--- src/rtl/adder_bist_pkg.sv ---
// rtl/adder_bist_pkg.sv - shared types and constants for the adder BIST checker
package adder_bist_pkg;

    typedef enum logic [2:0] {
        ST_IDLE,
        ST_DIRECTED,
        ST_RANDOM,
        ST_DRAIN,
        ST_DONE
    } state_t;

    localparam int          DIRECTED_COUNT = 4;
    localparam int          MISMATCH_W     = 8;
    // x^16+x^14+x^13+x^11+1 as a right-shifting Fibonacci register: taps on bits 0,2,3,5
    localparam logic [15:0] LFSR_TAPS      = 16'h002D;

    // Returns {b, a} in two byte lanes; max is 2^width-1.
    function automatic logic [15:0] directed_vector(input logic [1:0] idx, input int unsigned width);
        logic [7:0] mx;
        mx = 8'((1 << width) - 1);
        case (idx)
            2'd0:    return 16'h0000;
            2'd1:    return {8'd10, 8'd5};
            2'd2:    return {mx, mx};
            default: return {8'd1, mx};
        endcase
    endfunction

endpackage

--- src/rtl/adder_bist_lfsr.sv ---
// rtl/adder_bist_lfsr.sv - 16-bit Fibonacci LFSR with seed, load and advance
module adder_bist_lfsr
    import adder_bist_pkg::*;
#(
    parameter logic [15:0] SEED = 16'hACE1
) (
    input  logic        clock,
    input  logic        reset,
    input  logic        load,
    input  logic        advance,
    output logic [15:0] state
);

    always_ff @(posedge clock) begin
        if (reset || load) begin
            state <= SEED;
        end else if (advance) begin
            state <= {^(state & LFSR_TAPS), state[15:1]};
        end
    end

endmodule

--- config.mk ---
export PLATFORM = sky130hd
export DESIGN_NAME = adder_bist_lfsr
export DESIGN_NICKNAME = d
export VERILOG_FILES = /design/src/rtl/adder_bist_pkg.sv /design/src/rtl/adder_bist_lfsr.sv
export SDC_FILE = /design/constraint.sdc
export NUM_CORES = 1
export LEC_CHECK = 0
export CAP_MARGIN = 5
export CORE_MARGIN = 8
export CORE_UTILIZATION = 30
export CTS_CLUSTER_SIZE = 28
export DETAILED_ROUTE_END_ITERATION = 8
export GPL_ROUTABILITY_DRIVEN = 0
export GPL_TIMING_DRIVEN = 0
export SLEW_MARGIN = 20
export SYNTH_ARGS = -nofsm -noshare
export SYNTH_HDL_FRONTEND = slang
export SYNTH_SLANG_ARGS = --single-unit
--- constraint.sdc ---
create_clock -name clock -period 2.5 [get_ports clock]
set_clock_uncertainty 0.1 [all_clocks]
set_input_delay 0.5 -clock clock [delete_from_list [all_inputs] [get_ports clock]]
set_output_delay 0.5 -clock clock [all_outputs]
set_load 0.005 [all_outputs]
==> results.toml, run 1 <==
[clock_network]
htreeDepth = 1
cts_tree = "built"
cts-resized-gates = 0
clock_latency_ps = 280
post-cts-setup-buffer-count = 0
cts_buffers = 3
cts.sinks = 16
clk_pin_slew_worst_paths_ps = 90
postCtsHoldBufs = 0
root_buffer = "clkbuf_4"
clockBufferDepth = 2

[global_routing]
grt_pass1_wl_mm = 2.01
grt_overflow = 0
grt_pass1_vias = 429
busiest_layer = "met2"
grtUsageTotal_pct = 7.21
use_met1_pct = 8.48
grt_util_met3_pct = 2.47
grt_start_max_net_pins = 11
gr-usage-met2_pct = 10.3
antenna_found_initial = 0

[yosys]
syn_area_um2 = 631
synth_top_family_by_area = "multiplexers"
ys_types = 12
synthMuxAreaShare_pct = 23.8
ys.warnings.count = 0
syn_area_per_cell_um2 = 11.3
synth-simple-area-share_pct = 12.1
synthCells = 56
synth_xor_area_share_pct = 6.55
synth_fa_ha_area_share_pct = 0
ys_seq_elements = 16
seq_area_frac_synth_pct = 50.8
synth-compound-area-share_pct = 0.992
synth_nets = 60

[route]
num_vias = 460
wire_per_inst_um = 11.9
antenna_left = 0
drtIter0Drc = 5
via_per_inst = 4.38
dr.pass1.iters = 4
remaining_drc_errors = 0
wl_mm = 1.25

[setup_path]
reg2reg_slack_ps = 1480
crit_slowest_cell = "clkdlybuf4s50_1"
critPathTopFamily = "buffers and inverters"
cp_data_arrival_time_ps = 1250
worst-path-buf-inv = 1
worstPathCellList = "clkdlybuf4s50_1"
endpoint_kind = "output port"
critical_path_required_ps = 1900
crit_fanout = 4
worstReg2RegStart = "state[3]$_SDFFE_PP0P_"
worst-r2r-cell-count = 3
r2r_end = "state[15]$_SDFFE_PP1P_"
critPathKind = "reg -> out"
cp-start-kind = "flip-flop"
slowest_delay_ps = 540

[layout]
largest_register_ffs = 16
drive_gt1_share_pct = 12.8
synthToLayoutAreaGrowth_pct = 39.7
fin_area_um2 = 881
num_antenna_cells = 0
fin_nets = 83
largest_register = "state"
fillers = 187
reg_top3 = "state x16"

[hold_path]
min_from = "state[13]$_SDFFE_PP1P_"
hold_path_class = "reg -> reg"
holdPathStages = 2
min_to = "state[13]$_SDFFE_PP1P_"

[die]
row_count = 16
die_w_um = 61.8
dieArea_um2 = 3820
boundaryPins = 20
die_y_um = 61.8
core_area_um2 = 1980
start_util_pct = 31.8

[sta]
period_minus_slack_ps = 1850
period_share_pct = 74.0
relSlewSlack_pct = 64.3
setup_viol = 0
report.final.slew_viol_count = 0
tightest_slew_ps = 533
final.setup.tns_ps = 0
max_freq_ghz = 0.541
rsz0062_at_grt = "false"
finalHoldViolCount = 0

[job]
drv_cap = 0

[power_and_ir_drop]
power.leakage_nw = 0.372
ir_worst_vdd_mv = 0.238
powerDensity_nw_per_um2 = 561

[place]
io_buffer_count = 18
postPlaceCellArea_um2 = 845

[run_status]
outcome = "finished clean"
==> layout by cell type (no fill, tap or decap), drive strengths merged <==
master | netlist | final
a31oi | 1 | 1
xnor2 | 3 | 3
dfxtp | 16 | 16
clkdlybuf4s50 | 0 | 18
clkbuf | 0 | 4
or2 | 1 | 1
mux2i | 15 | 15
nor2 | 9 | 9
nor3 | 1 | 1
nand2 | 7 | 7
buf | 3 | 3
==> layout make-up <==
| type | count | area, µm² | area share (%) |
|---|---|---|---|
| flip-flops and latches | 16 | 320 | 36.4 |
| multi-input cells | 37 | 274 | 31.1 |
| repair buffers | 18 | 180 | 20.5 |
| clock buffers | 4 | 36.3 | 4.12 |
| plain buffers | 3 | 36.3 | 4.12 |
| well taps | 27 | 33.8 | 3.84 |
==> metal layers <==
metal / part of all wire, % / vias up
met5: 0 / -
met3: 8.0 / 0
met4: 0 / 0
li1: - / 232
met2: 47 / 14
met1: 45 / 214
==> worst max path at each step <==
stage | endpoint | start | cells past startpoint | slack [ps]
5_1_grt | state[3] | state[3]$_SDFFE_PP0P_ | 1 | 580
2_1_floorplan | state[15]$_SDFFE_PP1P_ | load | 4 | 1280
6_report | state[3] | state[3]$_SDFFE_PP0P_ | 1 | 650
4_1_cts | state[3] | state[3]$_SDFFE_PP0P_ | 1 | 620
3_3_place_gp | state[15]$_SDFFE_PP1P_ | load | 3 | 730
3_5_place_dp | state[15]$_SDFFE_PP1P_ | load | 3 | 720
==> per-stage QoR <==
step | hold WS, ps | instances | worst slack, ps | total power, mW | util (%)
detailed placement | 393 | 101 | 716 | 0.333 | 42.6
global route | 439 | 105 | 580 | 0.523 | 44.4
global placement | 385 | 101 | 731 | 0.332 | 42.6
CTS | 422 | 105 | 621 | 0.503 | 44.4
floorplan | 388 | 56 | 1280 | 0.307 | -
finish | 413 | 105 | 650 | 0.494 | 44.4
==> where the power goes <==
part / internal (mW) / switching, mW
clock: 0.0886 / 0.0798
combinational: 0.0342 / 0.0214
sequential: 0.263 / 0.00683
==> cell families (layout without fill, tap and decap cells) <==
| group | count (synthesis) | count (layout) |
|---|---|---|
| DFF | 16 | 16 |
| xor gates and xnor gates | 3 | 3 |
| buffers and inverters | 3 | 25 |
| muxes | 15 | 15 |
| and+or+nand+nor | 18 | 18 |
| AOI/OAI and AO/OA | 1 | 1 |
==> Yosys cell counts (all sizes together) <==
cell / count / area [µm²]
or2: 1 / 6.26
dfxtp: 16 / 320
nor3: 1 / 10.0
a31oi: 1 / 6.26
xnor2: 3 / 41.3
nor2: 9 / 33.8
nand2: 7 / 26.3
mux2i: 15 / 150
buf: 3 / 36.3
(Power assumes the default switching activity.)
==> run 2: changes to the inputs <==
==> constraint.sdc (replaced) <==
create_clock -name clock -period 1.5 [get_ports clock]
set_clock_uncertainty 0.1 [all_clocks]
set_input_delay 0.3 -clock clock [delete_from_list [all_inputs] [get_ports clock]]
set_output_delay 0.3 -clock clock [all_outputs]
set_load 0.005 [all_outputs]
==> run 2 against run 1 <==
Against the previous run:
- global-route usage rose by 0.71 points
- register-to-register slack got worse by 1100 ps
- clock power up 68%
- cell area rose by 7.5%
- worst hold slack worse by 180 ps
- via count is 6.5% higher
- die area did not move
- clock-buffer cell count unchanged
- worst setup slack got worse by 460 ps
- flip-flop and latch count unchanged
- non-clock buffer count grew 8
- largest cell class unchanged
==> results.toml, run 2 (same netlist as run 1, synthesis figures left out) <==
[die]
dieArea_um2 = 3820
core_area_um2 = 1980
boundaryPins = 20
start_util_pct = 31.8
die_y_um = 61.8
row_count = 16
die_w_um = 61.8

[sta]
relSlewSlack_pct = 64.4
max_freq_ghz = 0.764
tightest_slew_ps = 532
whs_ps = 238
period_minus_slack_ps = 1310
finalHoldViolCount = 0
setup_viol = 0
report.final.slew_viol_count = 0
final.setup.tns_ps = 0
period_share_pct = 87.3
rsz0062_at_grt = "false"

[layout]
largest_register = "state"
utilization_pct = 47.8
seqCellArea_um2 = 347
fillers = 183
final_common_cell = "dlygate4sd2_1"
mostFrequentLayoutCells = "16 x dlygate4sd2_1, 15 x mux2i_1, 12 x dfxtp_2"
drive_gt1_share_pct = 38.4
synthToLayoutAreaGrowth_pct = 50.2
largest_register_ffs = 16
reg_top3 = "state x16"
num_antenna_cells = 0
multi_input_area_um2 = 274
fin_nets = 91

[setup_path]
cp-start-kind = "flip-flop"
worstReg2RegStart = "state[0]$_SDFFE_PP1P_"
endpoint_kind = "output port"
r2r_end = "state[15]$_SDFFE_PP1P_"
worst-path-buf-inv = 1
reg2reg_slack_ps = 420
crit_fanout = 4
worst-r2r-cell-count = 4
critPathTopFamily = "flip-flops"
cp_data_arrival_time_ps = 910
critical_path_required_ps = 1100
worstPathCellList = "dlygate4sd2_1"
slowest_delay_ps = 370
crit_slowest_cell = "dfxtp_4"
critPathKind = "reg -> out"

[power_and_ir_drop]
power_uw = 822
powerDensity_nw_per_um2 = 868
power.leakage_nw = 0.435
ir_worst_vdd_mv = 0.388

[global_routing]
grtUsageTotal_pct = 7.93
grt_pass1_vias = 475
grt_overflow = 0
grt_start_max_net_pins = 11
grt_pass1_wl_mm = 2.21
antenna_found_initial = 0

[clock_network]
clk_pin_slew_worst_paths_ps = 90
root_buffer = "clkbuf_4"
clock_latency_ps = 280
cts_buffers = 3
clockBufferDepth = 2
postCtsHoldBufs = 0
htreeDepth = 1
cts_tree = "built"
cts.sinks = 16

[hold_path]
hold_path_class = "in -> reg"
holdPathStages = 3
min_from = "advance"
min_to = "state[1]$_SDFFE_PP0P_"

[route]
via_per_inst = 4.34
wl_mm = 1.33
wire_per_inst_um = 11.8
dr.pass1.iters = 2
drtIter0Drc = 6
antenna_left = 0
num_vias = 490
remaining_drc_errors = 0

[run_status]
outcome = "finished clean"

[place]
io_buffer_count = 18

[job]
drv_cap = 0
==> run 2: where the power goes <==
group	switching (mW)	internal, mW
clock	0.135	0.148
combinational	0.0405	0.0552
sequential	0.00829	0.435
total	0.184	0.638
==> run 2: how the worst max path moves through the flow <==
stage                                      start                      to  cells after the start
after floorplan                             load  state[15]$_SDFFE_PP1P_                      4
after global placement                      load  state[15]$_SDFFE_PP1P_                      3
after detailed placement                    load  state[15]$_SDFFE_PP1P_                      3
after CTS                  state[5]$_SDFFE_PP1P_                state[5]                      1
after global routing      state[12]$_SDFFE_PP0P_               state[12]                      1
final                      state[3]$_SDFFE_PP0P_                state[3]                      1
==> run 2: what timing repair did <==
item	CTS	global route
endpoints found under the setup margin	16	0
buffers inserted	8	0
resized for setup	34	0
==> run 2: per-stage QoR <==
stage          area [µm²]  std cells  worst slack, ps
2_1_floorplan         631         56              476
3_3_place_gp          845        101            -68.8
3_5_place_dp          845        101            -83.5
4_1_cts               947        113              170
5_1_grt               947        113              142
6_report              947        113              191
==> run 2: layer usage <==
| layer | part of all wire (%) | GRT usage [%] |
|---|---|---|
| met3 | 5.6 | 2.06 |
| met4 | 2.0 | 5.84 |
| met2 | 47 | 12.1 |
| met1 | 45 | 9.31 |
| met5 | 0 | 0 |
==> run 2: cell type report <==
cell class                 count  share of cell area [%]
timing repair buffer          26                    23.2
multi-input combinational     37                    28.9
sequential                    16                    36.6
tap                           27                    3.57
clock buffer                   4                    3.83
buffer                         3                    3.83
